===== src/rtl/wb_la_initiator.sv =====
// Wishbone classic initiator: one single-beat read/write per command,
// bounded ack timeout, response with read data, error flag and counter.
//
// Ports:
//   wb_clk_i, wb_rst_i          clock, synchronous active-high reset
//   cmd_valid/cmd_ready         command handshake
//   cmd_we/sel/adr/dat          command fields
//   rsp_valid/rsp_ready         response handshake
//   rsp_dat, rsp_err            read data (0 for writes/errors), timeout flag
//   wbm_*                       Wishbone initiator bus
//   busy                        high while in BUS or RESP
//   txn_count                   completed transactions, errors included
module wb_la_initiator #(
    parameter int TIMEOUT = 255,
    parameter int CNT_W   = 16
) (
    input  logic             wb_clk_i,
    input  logic             wb_rst_i,
    input  logic             cmd_valid,
    output logic             cmd_ready,
    input  logic             cmd_we,
    input  logic [3:0]       cmd_sel,
    input  logic [31:0]      cmd_adr,
    input  logic [31:0]      cmd_dat,
    output logic             rsp_valid,
    input  logic             rsp_ready,
    output logic [31:0]      rsp_dat,
    output logic             rsp_err,
    output logic             wbm_cyc_o,
    output logic             wbm_stb_o,
    output logic             wbm_we_o,
    output logic [3:0]       wbm_sel_o,
    output logic [31:0]      wbm_adr_o,
    output logic [31:0]      wbm_dat_o,
    input  logic             wbm_ack_i,
    input  logic [31:0]      wbm_dat_i,
    output logic             busy,
    output logic [CNT_W-1:0] txn_count
);

    localparam int TW = $clog2(TIMEOUT + 1);

    typedef enum logic [1:0] {
        S_IDLE,
        S_BUS,
        S_RESP
    } state_t;

    state_t           r_state;
    logic [TW-1:0]    r_tmo;
    logic             r_cmd_ready;
    logic             r_rsp_valid;
    logic [31:0]      r_rsp_dat;
    logic             r_rsp_err;
    logic             r_cyc;
    logic             r_stb;
    logic             r_we;
    logic [3:0]       r_sel;
    logic [31:0]      r_adr;
    logic [31:0]      r_dat;
    logic             r_busy;
    logic [CNT_W-1:0] r_cnt;

    // r_tmo counts completed BUS cycles without ack; the edge ending the
    // TIMEOUT-th BUS cycle sees TIMEOUT-1 and aborts.
    logic w_tmo_hit;
    assign w_tmo_hit = (r_tmo == TW'(TIMEOUT - 1));

    always_ff @(posedge wb_clk_i) begin
        if (wb_rst_i) begin
            r_state     <= S_IDLE;
            r_tmo       <= '0;
            r_cmd_ready <= 1'b1;
            r_rsp_valid <= 1'b0;
            r_rsp_dat   <= '0;
            r_rsp_err   <= 1'b0;
            r_cyc       <= 1'b0;
            r_stb       <= 1'b0;
            r_we        <= 1'b0;
            r_sel       <= '0;
            r_adr       <= '0;
            r_dat       <= '0;
            r_busy      <= 1'b0;
            r_cnt       <= '0;
        end else begin
            unique case (r_state)
                S_IDLE: begin
                    if (cmd_valid) begin
                        r_we        <= cmd_we;
                        r_sel       <= cmd_sel;
                        r_adr       <= cmd_adr;
                        r_dat       <= cmd_dat;
                        r_cyc       <= 1'b1;
                        r_stb       <= 1'b1;
                        r_tmo       <= '0;
                        r_cmd_ready <= 1'b0;
                        r_busy      <= 1'b1;
                        r_state     <= S_BUS;
                    end
                end
                S_BUS: begin
                    // Ack has priority over a coincident timeout.
                    if (wbm_ack_i) begin
                        r_cyc       <= 1'b0;
                        r_stb       <= 1'b0;
                        r_rsp_dat   <= r_we ? 32'h0 : wbm_dat_i;
                        r_rsp_err   <= 1'b0;
                        r_rsp_valid <= 1'b1;
                        r_cnt       <= r_cnt + 1'b1;
                        r_state     <= S_RESP;
                    end else if (w_tmo_hit) begin
                        r_cyc       <= 1'b0;
                        r_stb       <= 1'b0;
                        r_rsp_dat   <= 32'h0;
                        r_rsp_err   <= 1'b1;
                        r_rsp_valid <= 1'b1;
                        r_cnt       <= r_cnt + 1'b1;
                        r_state     <= S_RESP;
                    end else begin
                        r_tmo <= r_tmo + 1'b1;
                    end
                end
                S_RESP: begin
                    if (rsp_ready) begin
                        r_rsp_valid <= 1'b0;
                        r_cmd_ready <= 1'b1;
                        r_busy      <= 1'b0;
                        r_state     <= S_IDLE;
                    end
                end
                default: begin
                    r_state <= S_IDLE;
                end
            endcase
        end
    end

    assign cmd_ready = r_cmd_ready;
    assign rsp_valid = r_rsp_valid;
    assign rsp_dat   = r_rsp_dat;
    assign rsp_err   = r_rsp_err;
    assign wbm_cyc_o = r_cyc;
    assign wbm_stb_o = r_stb;
    assign wbm_we_o  = r_we;
    assign wbm_sel_o = r_sel;
    assign wbm_adr_o = r_adr;
    assign wbm_dat_o = r_dat;
    assign busy      = r_busy;
    assign txn_count = r_cnt;

endmodule


===== config.mk =====
export PLATFORM = sky130hd
export DESIGN_NAME = wb_la_initiator
export DESIGN_NICKNAME = d
export VERILOG_FILES = /design/src/rtl/wb_la_initiator.sv
export SDC_FILE = /design/constraint.sdc
export NUM_CORES = 1
export LEC_CHECK = 0
export BUFFER_PORTS_ARGS = -buffer_cell sky130_fd_sc_hd__buf_2
export CAP_MARGIN = 20
export CELL_PAD_IN_SITES_DETAIL_PLACEMENT = 1
export CELL_PAD_IN_SITES_GLOBAL_PLACEMENT = 1
export CORE_MARGIN = 1
export CORE_UTILIZATION = 33
export DETAILED_ROUTE_END_ITERATION = 16
export PLACE_DENSITY_LB_ADDON = 0.1
export SYNTH_ARGS = -nofsm -noshare
export SYNTH_HDL_FRONTEND = slang
export SYNTH_SLANG_ARGS = --single-unit

===== constraint.sdc =====
create_clock -name wb_clk_i -period 2.6 [get_ports wb_clk_i]
set_clock_uncertainty 0.15 [all_clocks]
set_input_delay 0.52 -clock wb_clk_i [delete_from_list [all_inputs] [get_ports wb_clk_i]]
set_output_delay 0.52 -clock wb_clk_i [all_outputs]
set_load 0.005 [all_outputs]

==> summary.md <==
| Metric | Value |
|---|---|
| CP Max Fanout | 24 |
| Synthesized Nets | 672 |
| Hold depth | 2 |
| Starting density of the core | 0.343 |
| Max-slew violations | 0 |
| Wire length per cell | 15.6 um |
| Port Buf Inserts | 228 |
| Pwr per Cell Area | 776 nW/um2 |
| Leak Pwr | 3.10 nW |
| CTS Hold Bufs | 0 |
| Synth top area share | 0.546 |
| Hold Crit Class | in2reg |
| Cts bufs inserted | 17 |
| Largest stage delay, worst path | 450 ps |
| Worst Reg-to-Reg Cells | 7 |
| Synth async-reset ratio | 0 |
| EDFF count, synth | 0 |
| Area Overhead vs Synth | 40.8% |
| CP Launch Type | flip-flop |
| CTS H-tree depth | 4 |
| Layout Cells excl Fill | 974 |
| R2R Setup Slk | 460 ps |
| Critical Path End Type | flip-flop |
| Top cells by area, synth | dfxtp_1 (55%), nand2_1 (12%), a21oi_1 (11%), a22o_1 (4.2%), clkbuf_1 (2.4%) |
| Largest net degree at the start of global routing | 73 |
| Crit path max-delay cell type | a21oi_2 |
| Antenna violations before repair | 1 |
| Mapped Cells | 563 |
| HP Start | wbm_dat_i[18] |
| Cells after DPL | 942 |
| Rel. slew slack | 0.473 |
| Yosys warning total | 0 |
| Worst vdd ir | 0.426 mV |
| Core area | 14100 um2 |
| First-pass GRT wire length | 23.6 mm |
| Final Hold Vio Count | 0 |
| Post-layout min period | 2140 ps |
| Commonest cells after routing, fill and taps aside | buf_2 (227), nand2_1 (157), dfxtp_1 (132) |
| Worst path cell trace | inv_1, ha_1, and3_1, a21oi_2, buf_4, or4_1, a21oi_1 |
| Antenna diode count | 0 |
| R2r startpoint | r_tmo[0] |
| Hpwl dp | 10.8 mm |
| Sum Neg Setup Slack | 0 ps |
| Nets@finish | 890 |
| Layout cells sized above 1 | 0.351 |
| Hold path endpoint | rsp_dat[18] |
| CTS root buffer | clkbuf_16 |
| Post-CTS sizing | 0 |
| RSZ-0062 raised after global routing | false |
| Final core utilization | 0.483 |
| Primary FF master, synth | dfxtp_1 |
| Clk buf depth | 2 |
| Clock latency on the worst-skew pair | 410 ps |
| Die width | 123 um |
| Global Route Usage Sum | 0.200 |
| Syn_area_per_cell | 8.60 um2 |
| # clock sinks | 132 |
| Setup violators final | 0 |
| Starting DRT DRC Count | 249 |
| Yosys reg bits | 132 |
| Total grt overflow | 0 |
| Crit path DAT | 2280 ps |
| Sequential area share after synthesis | 0.546 |
| Num rows | 43 |
| Yosys top cell by area | dfxtp_1 |
| TritonRoute pass-1 iters | 4 |
| DRC viols | 0 |
| Max cap viols | 0 |
| Netlist cell types | 41 |
| Worst EP required | 2730 ps |
| Netlist Area Pre-Place | 4840 um2 |
| I/O pins | 229 |
| Status | completed |
| Clk slew on worst S/H paths | 60 ps |
| ANT nets after route | 0 |
| Post-CTS setup buffer count | 0 |
| Vias in the first global route | 4870 |
| Vias/cell | 4.99 |
| Fmax | 467 MHz |
| DRT Wirelength | 15.2 mm |
| RD Place Congestion | 0.760 |
| Most common cell after layout, fill and taps aside | buf_2 |
| Chip height | 123 um |
| CTS tree | yes |
| Least-Margin Pin Slew | 791 ps |
| Final period util | 0.824 |
| Reg-to-reg critical path endpoint | txn_count[6] |
| CP Class | reg2reg |
| Die area | 15200 um2 |
| Vias | 4856 |
==> worst max path at each step <==
| stage | startpoint | to | slack (ps) |
|---|---|---|---|
| 3_5_place_dp | r_state[0] | rsp_dat[14] | 470 |
| 5_1_grt | r_state[0] | rsp_dat[20] | 270 |
| 3_3_place_gp | wbm_ack_i | r_tmo[7] | 510 |
| 4_1_cts | r_state[0] | rsp_dat[14] | 410 |
| 2_1_floorplan | r_tmo[0] | txn_count[1] | 600 |
| 6_report | r_tmo[0] | txn_count[6] | 460 |
==> power by group <==
part	internal (W)	switching, W
registers	0.00212	0.0000540
logic	0.000210	0.000270
clock network	0.00171	0.000923
total	0.00404	0.00125
==> final cells by class <==
type,count,area [um2]
fill,1747,7280
multi-input combinational,391,2050
clock buffer,17,425
clock inverter,15,228
sequential,132,2640
tap,180,225
timing repair buffer,236,1230
inverter,3,11.3
==> through the flow <==
stage                     setup slack (ps)  cell area (um2)  hold WS, ps  power [W]
after floorplan                        603             4840          303    0.00244
after global placement                 509             6160          288    0.00269
after detailed placement               466             6160          297    0.00271
after CTS                              413             6810          155    0.00536
after global routing                   272             6810          154    0.00552
final                                  457             6810          173    0.00529
==> state kept, by name (all words and copies together), names as in the netlist, 2 cells and up <==
register   cells
wbm_sel_o      4
wbm_dat_o     32
r_tmo          8
txn_count     16
rsp_dat       32
r_state        2
wbm_adr_o     32
==> critical path: cells and delay by family, from the launching register on <==
| kind | cells | cell delay (ps) |
|---|---|---|
| buffers and inverters | 2 | 420 |
| AND/OR/NAND/NOR | 2 | 370 |
| flip-flops | 1 | 350 |
| adder cells (fa/ha/maj) | 1 | 210 |
| AO/OA/AOI/OAI | 2 | 510 |
==> cells in the mapped netlist, types with 2 or more instances <==
cell type,number
nand2_1,157
dfxtp_1,132
a21oi_1,105
clkbuf_1,31
a22o_1,23
o21ai_0,19
or4_1,12
nand3_1,10
o31ai_1,10
or3_1,10
buf_2,5
nand2b_1,5
nand4_1,5
nor2_1,5
ha_1,3
inv_1,3
nor2b_1,3
mux2_2,2
==> metal layers <==
layer,share of wire,track usage,vias up
met5,0,0,-
met2,0.49,0.347,150
met3,0.087,0.0872,13
met1,0.41,0.224,2294
met4,0.011,0.0520,0
li1,-,-,2399
==> cell families (layout without fill, tap and decap cells) <==
family	after synthesis	count (layout)	synth area share
muxes	2	2	0.00465
and+or+nand+nor	219	219	0.208
buffers and inverters	40	271	0.0331
adders and majority gates	3	3	0.00775
DFF	132	132	0.546
xor gates and xnor gates	2	2	0.00362
AOI/OAI and AO/OA	165	165	0.197
Power figures use the tool's default switching activity.
